==> config.mk <==
export PLATFORM = sky130hd
export DESIGN_NAME = invol_arbiter_flat
export DESIGN_NICKNAME = d
export VERILOG_FILES = /design/src/rtl/invol_arbiter_if.sv /design/src/rtl/invol_arbiter.sv /design/src/flat_wrapper.sv
export SDC_FILE = /design/constraint.sdc
export NUM_CORES = 1
export LEC_CHECK = 0
export BUFFER_PORTS_ARGS = -buffer_cell sky130_fd_sc_hd__buf_2
export CORE_ASPECT_RATIO = 0.6
export CORE_MARGIN = 1
export CORE_UTILIZATION = 50
export DETAILED_ROUTE_END_ITERATION = 10
export PLACE_DENSITY_LB_ADDON = 0.15
export SKIP_CTS_REPAIR_TIMING = 1
export SYNTH_ARGS = -nofsm -noshare
export SYNTH_HDL_FRONTEND = slang
export SYNTH_SLANG_ARGS = --single-unit
==> constraint.sdc <==
create_clock -name clk -period 4.9 [get_ports clk]
set_input_delay 0.245 -clock clk [delete_from_list [all_inputs] [get_ports clk]]
set_output_delay 0.245 -clock clk [all_outputs]
set_load 0.1 [all_outputs]
==> src/rtl/invol_arbiter_if.sv <==
// Unit-side and host-side signals of the involuntary-response bus shared by invol_arbiter.
// The arbiter takes the master modport; units and the host framer take the slave view.
interface invol_arbiter_if #(
    parameter int NUNITS = 4
);
    logic [NUNITS-1:0]    invol_req;
    logic [NUNITS-1:0]    invol_grant;
    logic [32*NUNITS-1:0] unit_param_data;
    logic [NUNITS-1:0]    unit_param_write;
    logic [NUNITS-1:0]    unit_done;
    logic [31:0]          param_data;
    logic                 param_write;
    logic                 rsp_done;

    modport master (
        input  invol_req, unit_param_data, unit_param_write, unit_done,
        output invol_grant, param_data, param_write, rsp_done
    );

    modport slave (
        output invol_req, unit_param_data, unit_param_write, unit_done,
        input  invol_grant, param_data, param_write, rsp_done
    );
endinterface

==> src/rtl/invol_arbiter.sv <==
// Round-robin arbiter sharing the involuntary host-response path between NUNITS units.
// Define INVOL_ARB_FIXED_PRIO_EN for fixed priority selection (lowest index wins, no rr_ptr).
module invol_arbiter #(
    parameter int NUNITS  = 4,
    parameter int TIMEOUT = 4096
) (
    input  logic                 clk,
    input  logic                 rst,
    invol_arbiter_if.master      bus,
    input  logic                 cmd_busy,
    output logic                 hold_cmd,
    output logic                 timeout_err,
    output logic [3:0]           timeout_unit,
    input  logic                 clear_err
);
    localparam int IW = (NUNITS > 1) ? $clog2(NUNITS) : 1;
    localparam int CW = $clog2(TIMEOUT);

    typedef enum logic [1:0] {IDLE, GRANT, ACTIVE} state_t;

    state_t          state;
    logic [IW-1:0]   owner;
    logic [IW-1:0]   sel;
    logic [IW-1:0]   scan_base;
    logic            found;
    logic [CW-1:0]   cnt;
    logic [31:0]     own_data;
    logic            own_wr;
    logic            own_done;
    logic            abort;

`ifdef INVOL_ARB_FIXED_PRIO_EN
    assign scan_base = '0;
`else
    logic [IW-1:0]   rr_ptr;
    logic [IW-1:0]   next_ptr;

    assign scan_base = rr_ptr;
    assign next_ptr  = (int'(owner) == NUNITS - 1) ? '0 : owner + 1'b1;
`endif

    // First requester at or above scan_base, wrapping from NUNITS-1 back to 0.
    always_comb begin
        sel   = '0;
        found = 1'b0;
        for (int i = 0; i < NUNITS; i++) begin
            if (!found && bus.invol_req[IW'((int'(scan_base) + i) % NUNITS)]) begin
                sel   = IW'((int'(scan_base) + i) % NUNITS);
                found = 1'b1;
            end
        end
    end

    always_comb begin
        own_data = '0;
        own_wr   = 1'b0;
        own_done = 1'b0;
        for (int i = 0; i < NUNITS; i++) begin
            if (owner == IW'(i)) begin
                own_data = bus.unit_param_data[32*i +: 32];
                own_wr   = bus.unit_param_write[i];
                own_done = bus.unit_done[i];
            end
        end
    end

    // A done arriving on the last counted cycle still wins over the abort.
    assign abort = (state == ACTIVE) && !own_done && (cnt == CW'(1));

    always_ff @(posedge clk or posedge rst) begin
        if (rst) begin
            state           <= IDLE;
            owner           <= '0;
            cnt             <= '0;
            hold_cmd        <= 1'b0;
            timeout_err     <= 1'b0;
            timeout_unit    <= '0;
            bus.invol_grant <= '0;
            bus.param_data  <= '0;
            bus.param_write <= 1'b0;
            bus.rsp_done    <= 1'b0;
`ifndef INVOL_ARB_FIXED_PRIO_EN
            rr_ptr          <= '0;
`endif
        end else begin
            bus.invol_grant <= '0;
            bus.param_write <= 1'b0;
            bus.rsp_done    <= 1'b0;
            if (clear_err)
                timeout_err <= 1'b0;

            case (state)
                IDLE: begin
                    hold_cmd <= 1'b0;
                    if (!cmd_busy && found) begin
                        bus.invol_grant <= NUNITS'(1) << sel;
                        hold_cmd        <= 1'b1;
                        owner           <= sel;
                        state           <= GRANT;
                    end
                end
                GRANT, ACTIVE: begin
                    if (abort) begin
                        timeout_err  <= 1'b1;
                        timeout_unit <= 4'(owner);
                        hold_cmd     <= 1'b0;
                        state        <= IDLE;
`ifndef INVOL_ARB_FIXED_PRIO_EN
                        rr_ptr       <= next_ptr;
`endif
                    end else begin
                        bus.param_write <= own_wr;
                        if (own_wr)
                            bus.param_data <= own_data;
                        if (own_done) begin
                            bus.rsp_done <= 1'b1;
                            state        <= IDLE;
`ifndef INVOL_ARB_FIXED_PRIO_EN
                            rr_ptr       <= next_ptr;
`endif
                        end else if (state == GRANT) begin
                            cnt   <= CW'(TIMEOUT - 1);
                            state <= ACTIVE;
                        end else begin
                            cnt <= cnt - 1'b1;
                        end
                    end
                end
                default: state <= IDLE;
            endcase
        end
    end
endmodule

==> src/flat_wrapper.sv <==
// flat-port wrapper written by rule: the top's interface ports become plain ports
module invol_arbiter_flat 
#(
    parameter int NUNITS  = 4,
    parameter int TIMEOUT = 4096
)
  (clk, rst, cmd_busy, hold_cmd, timeout_err, timeout_unit, clear_err, bus_invol_req, bus_unit_param_data, bus_unit_param_write, bus_unit_done, bus_invol_grant, bus_param_data, bus_param_write, bus_rsp_done);
  invol_arbiter_if #(.NUNITS(NUNITS)) bus_i ();
  input  logic clk;
  input  logic rst;
  input  logic cmd_busy;
  output logic hold_cmd;
  output logic timeout_err;
  output logic [3:0] timeout_unit;
  input  logic clear_err;
  input wire logic [$bits(bus_i.invol_req)-1:0] bus_invol_req;
  input wire logic [$bits(bus_i.unit_param_data)-1:0] bus_unit_param_data;
  input wire logic [$bits(bus_i.unit_param_write)-1:0] bus_unit_param_write;
  input wire logic [$bits(bus_i.unit_done)-1:0] bus_unit_done;
  output wire logic [$bits(bus_i.invol_grant)-1:0] bus_invol_grant;
  output wire logic [$bits(bus_i.param_data)-1:0] bus_param_data;
  output wire logic [$bits(bus_i.param_write)-1:0] bus_param_write;
  output wire logic [$bits(bus_i.rsp_done)-1:0] bus_rsp_done;
  assign bus_i.invol_req = bus_invol_req;
  assign bus_i.unit_param_data = bus_unit_param_data;
  assign bus_i.unit_param_write = bus_unit_param_write;
  assign bus_i.unit_done = bus_unit_done;
  assign bus_invol_grant = bus_i.invol_grant;
  assign bus_param_data = bus_i.param_data;
  assign bus_param_write = bus_i.param_write;
  assign bus_rsp_done = bus_i.rsp_done;
  invol_arbiter #(.NUNITS(NUNITS), .TIMEOUT(TIMEOUT)) u_core (.clk(clk), .rst(rst), .bus(bus_i), .cmd_busy(cmd_busy), .hold_cmd(hold_cmd), .timeout_err(timeout_err), .timeout_unit(timeout_unit), .clear_err(clear_err));
endmodule
==> metrics.yaml <==
global_routing:
  grt_max_degree: 69
  track_usage: 0.263
  grt_pass1_wl_um: 16500
  grt_pass1_vias: 3455
  antenna_found_initial: 0
  overflow: 0
power_and_ir_drop:
  p_leak_uw: 0.00247
  p_per_area_mw_per_mm2: 852
  irDropWorstVdd_v: 0.000401
layout:
  layout-drive-gt1-share: 0.447
  stdcell_count: 675
  area.sequential_mm2: 0.00150
  area_growth_pct: 32.5
  fin_area_mm2: 0.00519
  diodes: 0
  fillerInstances: 609
  fin_nets: 721
  multiInputGateArea_mm2: 0.00222
  utilization: 0.700
sta:
  slew_headroom: 0.265
  fin_worst_skew_ns: 0.00557
  worstMarginPinSlew_ns: 1.10
  maxSlewViolCount: 0
  min_period_over_period: 0.669
  setup_viol_count_final: 0
  hold_viol_final: 0
  setup_tns_ns: 0
  min_period_ns: 3.28
  max_freq_mhz: 305
  setup_slack_ns: 1.62
  rsz0062_at_grt: "false"
synthesis:
  syn_avg_cell_area_um2: 9.95
  synth_top_cell_area_share: 0.383
  synth_most_common_cell: "dfrtp_1"
  ys.flop_type: "dfrtp_1"
  postSynthCellCount: 394
  async_reset_ff_frac: 1.00
  yosysWarnings: 0
  synth_edf_count: 0
  synth.area.top_cells: "dfrtp_1, mux2_4, a221oi_1"
  ys_top_cells_by_count: "dfrtp_1, nand2_1, nor2b_1"
  syn_area_mm2: 0.00392
  seq_area_frac_synth: 0.383
  ys_types: 45
  synth_seq_cells: 60
  synth_largest_area_cell: "dfrtp_1"
route:
  vias_per_cell: 5.48
  ant_nets: 0
  drcViolationCount: 0
  vias: 3700
  wl_um: 10600
  dr.pass1.iters: 4
  wl_per_cell_um: 15.6
  drt_iter0_markers: 166
floorplanning:
  die_y_um: 70.6
  start_util: 0.529
  die_x_um: 116
  fp-row-count: 24
  io_pins: 188
  core_area_mm2: 0.00742
  dieArea_mm2: 0.00821
setup_path:
  critical_path_arrival_ns: 3.49
  critPathRequiredTime_ns: 5.11
  end_kind: "flop"
  startpoint_type: "flop"
  r2r_setup_slack_ns: 1.62
  crit_type: "flop to flop"
  crit_fanout: 68
flow_run:
  max_cap_viol_count: 0
clocking:
  clkTransAtPathRegs_ns: 0.05
  cts_root_buf: "clkbuf_16"
  cts_buffer_depth: 2
  clk_latency_ns: 0.33
  cts_sinks: 60
  cts_tree: "done"
  cts_buffers: 9
  htree_num_levels: 3
place:
  dp_hpwl_um: 7700
  place_inst: 659
  io_buffer_count: 185
  dpl-instance-area_mm2: 0.00487
  pre_cts_slack_ns: 1.61
  finalWeightedCongestion: 0.881
outcome:
  status: "completed"
min_path:
  worst_hold_path_type: "input port to flop"
==> worst max-delay path, cell delays in order (launching register included) <==
cell	delay [ns]
dfrtp_1	0.44
inv_1	0.11
ha_2	0.92
a211oi_2	0.16
a211oi_4	0.33
o21ai_2	0.12
a2111oi_4	0.23
buf_4	0.45
mux2_2	0.39
==> sequential cells by signal (all words and copies together) (netlist names) <==
name / count
u_core.cnt: 12
u_core.timeout_unit: 2
u_core.bus.param_write: 1
u_core.timeout_err: 1
u_core.bus.param_data: 32
u_core.state: 2
u_core.rr_ptr: 2
u_core.owner: 2
u_core.bus.invol_grant: 4
u_core.bus.rsp_done: 1
u_core.hold_cmd: 1
==> per-stage QoR <==
stage,power (uW),hold WS [ns]
finish,4430,0.115
global route,4660,0.108
CTS,4440,0.109
detailed placement,3760,0.458
global placement,3690,0.448
floorplan,3270,0.341
==> logic make-up after synthesis <==
kind of cell / share of synthesized area
buffers and inverters: 0.0536
and+or+nand+nor: 0.190
DFF: 0.383
AOI/OAI and AO/OA: 0.206
adders and majority gates: 0.0351
muxes: 0.131
other: 0.000957
==> cells in the final DEF, fill, tap and decap left out, drive strengths merged, types with 3 or more instances in the layout <==
| cell type | count |
|---|---|
| mux2 | 36 |
| o21ai | 10 |
| clkbuf | 10 |
| nand2 | 48 |
| dfrtp | 60 |
| o31ai | 33 |
| a21oi | 8 |
| nor2b | 37 |
| o22a | 6 |
| nor3b | 5 |
| inv | 14 |
| nor2 | 21 |
| ha | 11 |
| nor3 | 7 |
| nand3 | 3 |
| a221oi | 34 |
| buf | 191 |
| nor4 | 4 |
==> layout make-up <==
cell class,count,area share
well taps,104,0.0251
clock inverters,6,0.0171
multi-input cells,290,0.427
repair buffers,191,0.187
clock buffers,10,0.0441
flip-flops and latches,60,0.289
inverters,14,0.0101
==> worst paths after layout <==
| kind | endpoint | from | cells after the start |
|---|---|---|---|
| max | u_core.bus.param_data[5]$_DFFE_PP0P_ | u_core.owner[0]$_DFFE_PP0P_ | 8 |
| min | u_core.timeout_err$_DFF_PP0_ | clear_err | 2 |
| max reg2reg | u_core.bus.param_data[5]$_DFFE_PP0P_ | u_core.owner[0]$_DFFE_PP0P_ | 8 |
| min reg2reg | u_core.bus.param_data[7]$_DFFE_PP0P_ | u_core.bus.param_data[7]$_DFFE_PP0P_ | 1 |
| max in group asynchronous | u_core.bus.rsp_done$_DFF_PP0_ | rst | 3 |
| min in group asynchronous | u_core.bus.param_data[13]$_DFFE_PP0P_ | rst | 3 |
==> routing by layer <==
layer,global-route usage,part of all wire
met1,0.333,0.45
met2,0.424,0.45
met3,0.0746,0.078
met4,0.105,0.021
met5,0,0
==> where the power goes <==
group | total (uW) | internal, uW | switching [uW]
sequential | 877 | 713 | 164
clock | 664 | 444 | 220
combinational | 2890 | 953 | 1930
No activity file was read; power rests on OpenSTA's default activity.
